[config.mk]
export PLATFORM = sky130hd
export DESIGN_NAME = shaper_event_controller
export DESIGN_NICKNAME = d
export VERILOG_FILES = /design/src/rtl/shaper_event_controller.sv
export SDC_FILE = /design/constraint.sdc
export NUM_CORES = 1
export LEC_CHECK = 0
export ABC_CLOCK_PERIOD_IN_PS = 6810
export CORE_ASPECT_RATIO = 0.6
export CORE_MARGIN = 3
export CORE_UTILIZATION = 57
export CTS_BUF_LIST = sky130_fd_sc_hd__clkbuf_4 sky130_fd_sc_hd__clkbuf_8
export DETAILED_ROUTE_END_ITERATION = 12
export GPL_ROUTABILITY_DRIVEN = 0
export PLACE_DENSITY_LB_ADDON = 0.08
export SKIP_LAST_GASP = 1
export SLEW_MARGIN = 20
export SYNTH_ARGS = -nofsm -noshare
export SYNTH_HDL_FRONTEND = slang
export SYNTH_SLANG_ARGS = --single-unit
[constraint.sdc]
create_clock -name clk -period 6.81 [get_ports clk]
set_input_delay 1.362 -clock clk [delete_from_list [all_inputs] [get_ports clk]]
set_output_delay 1.362 -clock clk [all_outputs]
set_load 0.01 [all_outputs]
[src/rtl/shaper_event_controller.sv]
// Per-channel event sequencer behind the trapezoidal shaper: baseline measurement, trigger arming,
// flat-top wait, maximum search, pile-up rejection and holdoff.
module shaper_event_controller #(
  parameter int unsigned SIZE_SHAPER_DATA         = 16,
  parameter int unsigned SIZE_TIME_MAXIMUM_SEARCH = 8,
  parameter int unsigned SIZE_EVENT_COUNTER       = 32,
  parameter int unsigned ZERO_LINE_LOG2           = 8
) (
  input  logic                                clk,
  input  logic                                reset,
  input  logic                                enable,
  input  logic                                counter_clear,
  input  logic [SIZE_TIME_MAXIMUM_SEARCH-1:0] peak_delay,
  input  logic [SIZE_TIME_MAXIMUM_SEARCH-1:0] search_time,
  input  logic [15:0]                         holdoff_time,
  input  logic [SIZE_SHAPER_DATA-1:0]         shaper_data,
  input  logic                                shaper_data_valid,
  input  logic                                trigger,
  output logic                                event_valid,
  output logic [SIZE_SHAPER_DATA-1:0]         event_energy,
  output logic                                event_pile_up,
  output logic [SIZE_SHAPER_DATA-1:0]         zero_line,
  output logic                                zero_line_valid,
  output logic                                busy,
  output logic [SIZE_EVENT_COUNTER-1:0]       event_counter,
  output logic [SIZE_EVENT_COUNTER-1:0]       pile_up_counter
);

  localparam int unsigned DW      = SIZE_SHAPER_DATA;
  localparam int unsigned SW      = SIZE_TIME_MAXIMUM_SEARCH;
  localparam int unsigned CW      = SIZE_EVENT_COUNTER;
  localparam int unsigned ACC_W   = SIZE_SHAPER_DATA + ZERO_LINE_LOG2;
  localparam int unsigned TIMER_W = 16;

  localparam logic [2:0] S_IDLE      = 3'd0;
  localparam logic [2:0] S_ZERO_LINE = 3'd1;
  localparam logic [2:0] S_ARMED     = 3'd2;
  localparam logic [2:0] S_WAIT_PEAK = 3'd3;
  localparam logic [2:0] S_SEARCH    = 3'd4;
  localparam logic [2:0] S_HOLDOFF   = 3'd5;

  logic [2:0]                state, state_nx;
  logic [ACC_W-1:0]          acc, acc_nx;
  logic [ZERO_LINE_LOG2-1:0] zl_cnt, zl_cnt_nx;
  logic [TIMER_W-1:0]        timer, timer_nx;
  logic [SW-1:0]             srch_len, srch_len_nx;
  logic [DW-1:0]             max_val, max_val_nx;
  logic                      max_seen, max_seen_nx;
  logic                      event_valid_nx, event_pile_up_nx, zero_line_valid_nx, busy_nx;
  logic [DW-1:0]             event_energy_nx, zero_line_nx;
  logic [CW-1:0]             event_counter_nx, pile_up_counter_nx;

  logic                      ev_inc, pu_inc, end_event;
  logic [ACC_W-1:0]          acc_sum;
  logic signed [ACC_W-1:0]   acc_shr;
  logic [SW-1:0]             srch_load;
  logic [DW-1:0]             cur_max;
  logic signed [DW:0]        diff;

  // State register plus all registered outputs
  always_ff @(posedge clk or posedge reset) begin
    if (reset) begin
      state           <= S_IDLE;
      acc             <= '0;
      zl_cnt          <= '0;
      timer           <= '0;
      srch_len        <= '0;
      max_val         <= '0;
      max_seen        <= 1'b0;
      event_valid     <= 1'b0;
      event_energy    <= '0;
      event_pile_up   <= 1'b0;
      zero_line       <= '0;
      zero_line_valid <= 1'b0;
      busy            <= 1'b0;
      event_counter   <= '0;
      pile_up_counter <= '0;
    end else begin
      state           <= state_nx;
      acc             <= acc_nx;
      zl_cnt          <= zl_cnt_nx;
      timer           <= timer_nx;
      srch_len        <= srch_len_nx;
      max_val         <= max_val_nx;
      max_seen        <= max_seen_nx;
      event_valid     <= event_valid_nx;
      event_energy    <= event_energy_nx;
      event_pile_up   <= event_pile_up_nx;
      zero_line       <= zero_line_nx;
      zero_line_valid <= zero_line_valid_nx;
      busy            <= busy_nx;
      event_counter   <= event_counter_nx;
      pile_up_counter <= pile_up_counter_nx;
    end
  end

  // Next-state and next-output logic
  always_comb begin
    state_nx           = state;
    acc_nx             = acc;
    zl_cnt_nx          = zl_cnt;
    timer_nx           = timer;
    srch_len_nx        = srch_len;
    max_val_nx         = max_val;
    max_seen_nx        = max_seen;
    event_valid_nx     = 1'b0;
    event_energy_nx    = event_energy;
    event_pile_up_nx   = event_pile_up;
    zero_line_nx       = zero_line;
    zero_line_valid_nx = zero_line_valid;
    ev_inc             = 1'b0;
    pu_inc             = 1'b0;
    end_event          = 1'b0;

    acc_sum   = acc + {{ZERO_LINE_LOG2{shaper_data[DW-1]}}, shaper_data};
    acc_shr   = $signed(acc_sum) >>> ZERO_LINE_LOG2;
    srch_load = (search_time == '0) ? SW'(1) : search_time;
    cur_max   = (!max_seen || ($signed(shaper_data) > $signed(max_val))) ? shaper_data : max_val;
    diff      = $signed({cur_max[DW-1], cur_max}) - $signed({zero_line[DW-1], zero_line});

    if (!enable) begin
      state_nx           = S_IDLE;
      zero_line_valid_nx = 1'b0;
    end else begin
      case (state)
        S_IDLE: begin
          state_nx  = S_ZERO_LINE;
          acc_nx    = '0;
          zl_cnt_nx = '0;
        end
        S_ZERO_LINE: begin
          if (shaper_data_valid) begin
            acc_nx    = acc_sum;
            zl_cnt_nx = zl_cnt + 1'b1;
            if (&zl_cnt) begin
              zero_line_nx       = acc_shr[DW-1:0];
              zero_line_valid_nx = 1'b1;
              state_nx           = S_ARMED;
            end
          end
        end
        S_ARMED: begin
          if (shaper_data_valid && trigger) begin
            srch_len_nx = srch_load;
            max_seen_nx = 1'b0;
            if (peak_delay == '0) begin
              state_nx = S_SEARCH;
              timer_nx = TIMER_W'(srch_load);
            end else begin
              state_nx = S_WAIT_PEAK;
              timer_nx = TIMER_W'(peak_delay);
            end
          end
        end
        S_WAIT_PEAK: begin
          if (shaper_data_valid) begin
            if (trigger) begin
              pu_inc    = 1'b1;
              end_event = 1'b1;
            end else if (timer == TIMER_W'(1)) begin
              state_nx = S_SEARCH;
              timer_nx = TIMER_W'(srch_len);
            end else begin
              timer_nx = timer - 1'b1;
            end
          end
        end
        S_SEARCH: begin
          if (shaper_data_valid) begin
            if (trigger) begin
              pu_inc    = 1'b1;
              end_event = 1'b1;
            end else begin
              max_val_nx  = cur_max;
              max_seen_nx = 1'b1;
              if (timer == TIMER_W'(1)) begin
                ev_inc          = 1'b1;
                end_event       = 1'b1;
                event_energy_nx = diff[DW] ? '0 : diff[DW-1:0];
              end else begin
                timer_nx = timer - 1'b1;
              end
            end
          end
        end
        S_HOLDOFF: begin
          if (shaper_data_valid) begin
            if (timer == TIMER_W'(1)) state_nx = S_ARMED;
            else                      timer_nx = timer - 1'b1;
          end
        end
        default: state_nx = S_IDLE;
      endcase
    end

    // Accepted and rejected events share the pulse and the holdoff load
    if (end_event) begin
      event_valid_nx   = 1'b1;
      event_pile_up_nx = pu_inc;
      if (pu_inc) event_energy_nx = '0;
      if (holdoff_time == '0) begin
        state_nx = S_ARMED;
      end else begin
        state_nx = S_HOLDOFF;
        timer_nx = TIMER_W'(holdoff_time);
      end
    end

    event_counter_nx   = counter_clear ? '0 : event_counter + CW'(ev_inc);
    pile_up_counter_nx = counter_clear ? '0 : pile_up_counter + CW'(pu_inc);
    busy_nx            = (state_nx == S_WAIT_PEAK) || (state_nx == S_SEARCH) ||
                         (state_nx == S_HOLDOFF);
  end

endmodule

==> results.md <==
- The flow ran to the end, and the final reports show no timing, DRC or antenna violations.
- The library cell contributing the largest single delay on the critical path is sky130_fd_sc_hd__clkdlybuf4s50_1.
- After synthesis, the cell types taking the most area are sky130_fd_sc_hd__dfrtp_1 (40%), sky130_fd_sc_hd__ha_1 (7.1%), sky130_fd_sc_hd__mux2_2 (4.2%).
- Of all flip-flops after synthesis, the portion carrying an async set or reset was 1.00.
- The horizontal die dimension is 185 um.
- Setup violations remaining at the end of the flow were counted as 0.
- The number of register bits inferred by synthesis is 176.
- Of the cells placed in the final design, the portion with a size suffix greater than 1 is 0.0734.
- The worst stage delay on the critical path is 0.52 ns.
- The period utilization is 0.852.
- Once layout is done, the placed cells without fillers occupy 13000 um^2.
- The number of global-route vias before repair is 9190.
- 0 antenna diodes ended up in the layout.
- The number of DRC markers in iteration 0 is 1028.
- The core region is 18400 um^2.
- TritonCTS built the clock tree.
- In the global route stage, overall resource usage came out at 0.292.
- In this run the cell area measured after placement is 12600 um^2.
- The type of the worst min-delay path is reg2reg.
- Measured in cells, the most critical reg-to-reg path has a length of 15.
- The total via count after detailed routing is 9814.
- The portion of the post-synthesis area used by sequential elements is 0.404.
- At the pin with the least slew margin, the transition time is 1.02 ns.
- Summed over all instances, the cell type with the most area after synthesis is sky130_fd_sc_hd__dfrtp_1.
- The gate count of the mapped netlist is 1198.
- The initial utilization of the core area, before any placement, comes to 0.592.
- For this design the ratio of total power to cell area is 182 nW/um^2.
- The layout net count is 1453.
- The CTS H-tree depth is 4.
- Detailed placement ended at an HPWL of 22000 um.
- STA classifies the critical path startpoint as a primary input.
- Among the stages of the critical path, the cell type that occurs most often is sky130_fd_sc_hd__a21o_1.
- Setup repair after global routing left no endpoint under its margin.
- The relative area change from synthesis to final layout is 19.2%.
- Clock tree synthesis found a total of 176 sinks.
- In the synthesized netlist the dominant register cell turns out to be sky130_fd_sc_hd__dfrtp_1.
- The mean cell area of the mapped netlist is 9.10 um^2.
- The startpoint of the tightest hold check path is acc[18].
- The detailed-route wire length is 29800 um.
- The wire length per cell after detailed routing is 18.7 um.
- Traced cell by cell, the critical path runs through clkdlybuf4s50_1, ha_1, a21o_1, a21o_1, a21oi_1, o21a_1, o2111a_1, o31a_1, mux2i_1, ha_1, fa_1, nor2b_1, o21ai_0, a21boi_0, o21ai_0, a21o_1, o31a_1, or4_1, a21oi_1.
- The CTS clock-pin slew for the worst setup and hold paths is 0.10 ns.
- The boundary pin count is 154.
- After clock tree synthesis, the flow added hold-fix buffers numbering 0.
- In this run the worst path has a maximum fanout of 10.
- After routing, the total negative slack on setup checks comes to 0 ns.
- Data on the critical path is required at its endpoint by 7.21 ns.
- Dividing the detail-routed via count by the number of cells gives 6.18.
- The number of cell rows is 38.
- The clock arrives with 0.0194 ns of skew.
- During placement, the flow inserted port buffers numbering 153.
- The number of buffers inserted during clock tree synthesis is 17.
- The worst min-delay path endpoint is acc[18].
- The first-pass detailed-route iteration total is 6.
- The first global-routing pass estimated 48800 um of wire.
- The hold violation count in the final report is 0.
- The largest voltage drop on the vdd net is 0.134 mV.
- After global routing the overflow that remains totals 0.
- The post-synthesis net count is 1316.
- The relative slew slack is 0.314.
- The reg-to-reg endpoint is event_counter[28].
- The overall die height is 113 um.
- Buffers added to address setup during post-CTS repair amount to 0.
- The startpoint of the worst register-to-register path is timer[1].
- The number of max-slew violations in the final report is 0.
- Gates resized during post-CTS repair numbered 0.
- The portion of synthesized cell area occupied by the leading cell type is 0.404.
- Measured on the finished design, the core utilization comes to 0.706.
- In this run the static leakage power is 5.65 nW.
- The clock latency at the later pin of the worst-skew pair is 0.49 ns.
- By startpoint and endpoint, the worst setup path is classified as in2reg.
- The longest clock path from root to sink contains 2 buffers.
- The number of distinct library cells after synthesis is 76.
- The largest net degree at the start of global routing is 72.
- Ranked by instance count, the synthesized netlist is headed by sky130_fd_sc_hd__dfrtp_1 (176), sky130_fd_sc_hd__nor2_1 (117), sky130_fd_sc_hd__nand2_1 (105).
- The number of maximum-capacitance constraint violations is 0.
- STA puts the critical path data arrival time at 6.20 ns.
- The number of warnings printed during yosys synthesis is 0.
- For this run, design rule violations remaining after detail routing come to 0.
- The cell at the root of the clock tree is sky130_fd_sc_hd__clkbuf_8.
- The worst setup path is captured at a register.
- The number of antenna violations at the first check in global routing is 0.
- Summing every instance area after synthesis gives 10900 um^2.
- The instance count along the most critical hold path is 2.
- The antenna violation net count after detailed routing is 0.
- The worst path in the final design needs a cycle of 5.80 ns, including I/O delays and setup.
- Setup slack on the worst reg-to-reg path comes out at 1.85 ns.
- The maximum operating frequency is 172 MHz.
- The most common cell in the netlist is sky130_fd_sc_hd__dfrtp_1.
- The floorplan step defined a die boundary enclosing 20900 um^2.
- The number of enable-type register cells in the synthesized netlist is 0.
-- worst max-delay path: cells and delay by family --
| kind | cells | cell delay (ns) |
|---|---|---|
| AOI/OAI and AO/OA | 12 | 2.51 |
| adders and majority gates | 3 | 1.03 |
| and+or+nand+nor | 2 | 0.59 |
| buffers and inverters | 1 | 0.52 |
| muxes | 1 | 0.18 |
-- sequential cells by signal, summed over array words and instances, names as in the netlist --
name	count
event_counter	32
pile_up_counter	32
acc	24
event_energy	16
max_val	16
timer	16
zero_line	16
srch_len	8
zl_cnt	8
state	3
busy	1
event_pile_up	1
event_valid	1
max_seen	1
zero_line_valid	1
-- metal layers --
layer  part of all wire  global-route usage
met3              0.092              0.0697
met1               0.50               0.470
met2               0.39               0.396
met5                  0                   0
met4              0.011              0.0639
-- worst max path at each step --
stage,slack (ns),endpoint,depth (start not counted),startpoint
6_report,1.01,event_energy[4],19,shaper_data[13]
5_1_grt,0.82,event_energy[4],19,shaper_data[1]
4_1_cts,1.14,event_energy[4],19,shaper_data[1]
3_5_place_dp,0.66,event_energy[4],19,shaper_data[1]
3_3_place_gp,0.78,event_energy[4],19,shaper_data[1]
2_1_floorplan,0.67,acc[0],1,reset
-- cells in the final DEF (no fill, tap or decap), drive strengths merged, types with 15 or more instances in the layout --
cell and instances:
clkdlybuf4s50 152, and3 22, nor3 29, nand3 51, nor4 17, o21ai 73, nand4 27, o21a 15
xnor2 37, nor2b 17, a21oi 75, dfrtp 176, nor2 118, a21o 19, xor2 48, ha 62
mux2 45, inv 58, a31oi 17, nand2 107, or3 17, clkbuf 18
-- stage by stage --
step / instances / setup WS, ns / hold slack (ns) / total power, mW
global route: 1588 / 0.824 / 0.522 / 2.49
global placement: 1556 / 0.782 / 0.466 / 1.64
detailed placement: 1556 / 0.657 / 0.472 / 1.66
finish: 1588 / 1.01 / 0.495 / 2.37
CTS: 1588 / 1.14 / 0.499 / 2.37
floorplan: 1198 / 0.674 / 0.445 / 1.50
-- final cells by class --
cell class / count / area [um^2]
Clock inverter: 14 / 133
Fill cell: 1486 / 5410
Sequential cell: 176 / 4400
Multi-Input combinational cell: 924 / 6110
Timing Repair Buffer: 161 / 1590
Inverter: 55 / 211
Clock buffer: 18 / 241
Tap cell: 240 / 300
-- power by group --
part | internal, mW | switching, mW | total, mW
registers | 1.09 | 0.0393 | 1.12
logic | 0.221 | 0.308 | 0.528
clock network | 0.298 | 0.415 | 0.712
-- kinds of logic (layout without fill, tap and decap cells) --
logic type | count (synthesis) | count (layout) | share of synthesized area
simple gates | 447 | 447 | 0.203
compound gates | 280 | 280 | 0.164
flops | 176 | 176 | 0.404
buf+inv | 98 | 248 | 0.0355
xor+xnor | 86 | 86 | 0.0704
fa+ha+maj | 64 | 64 | 0.0748
mux | 47 | 47 | 0.0483
Power figures use the tool's default switching activity.
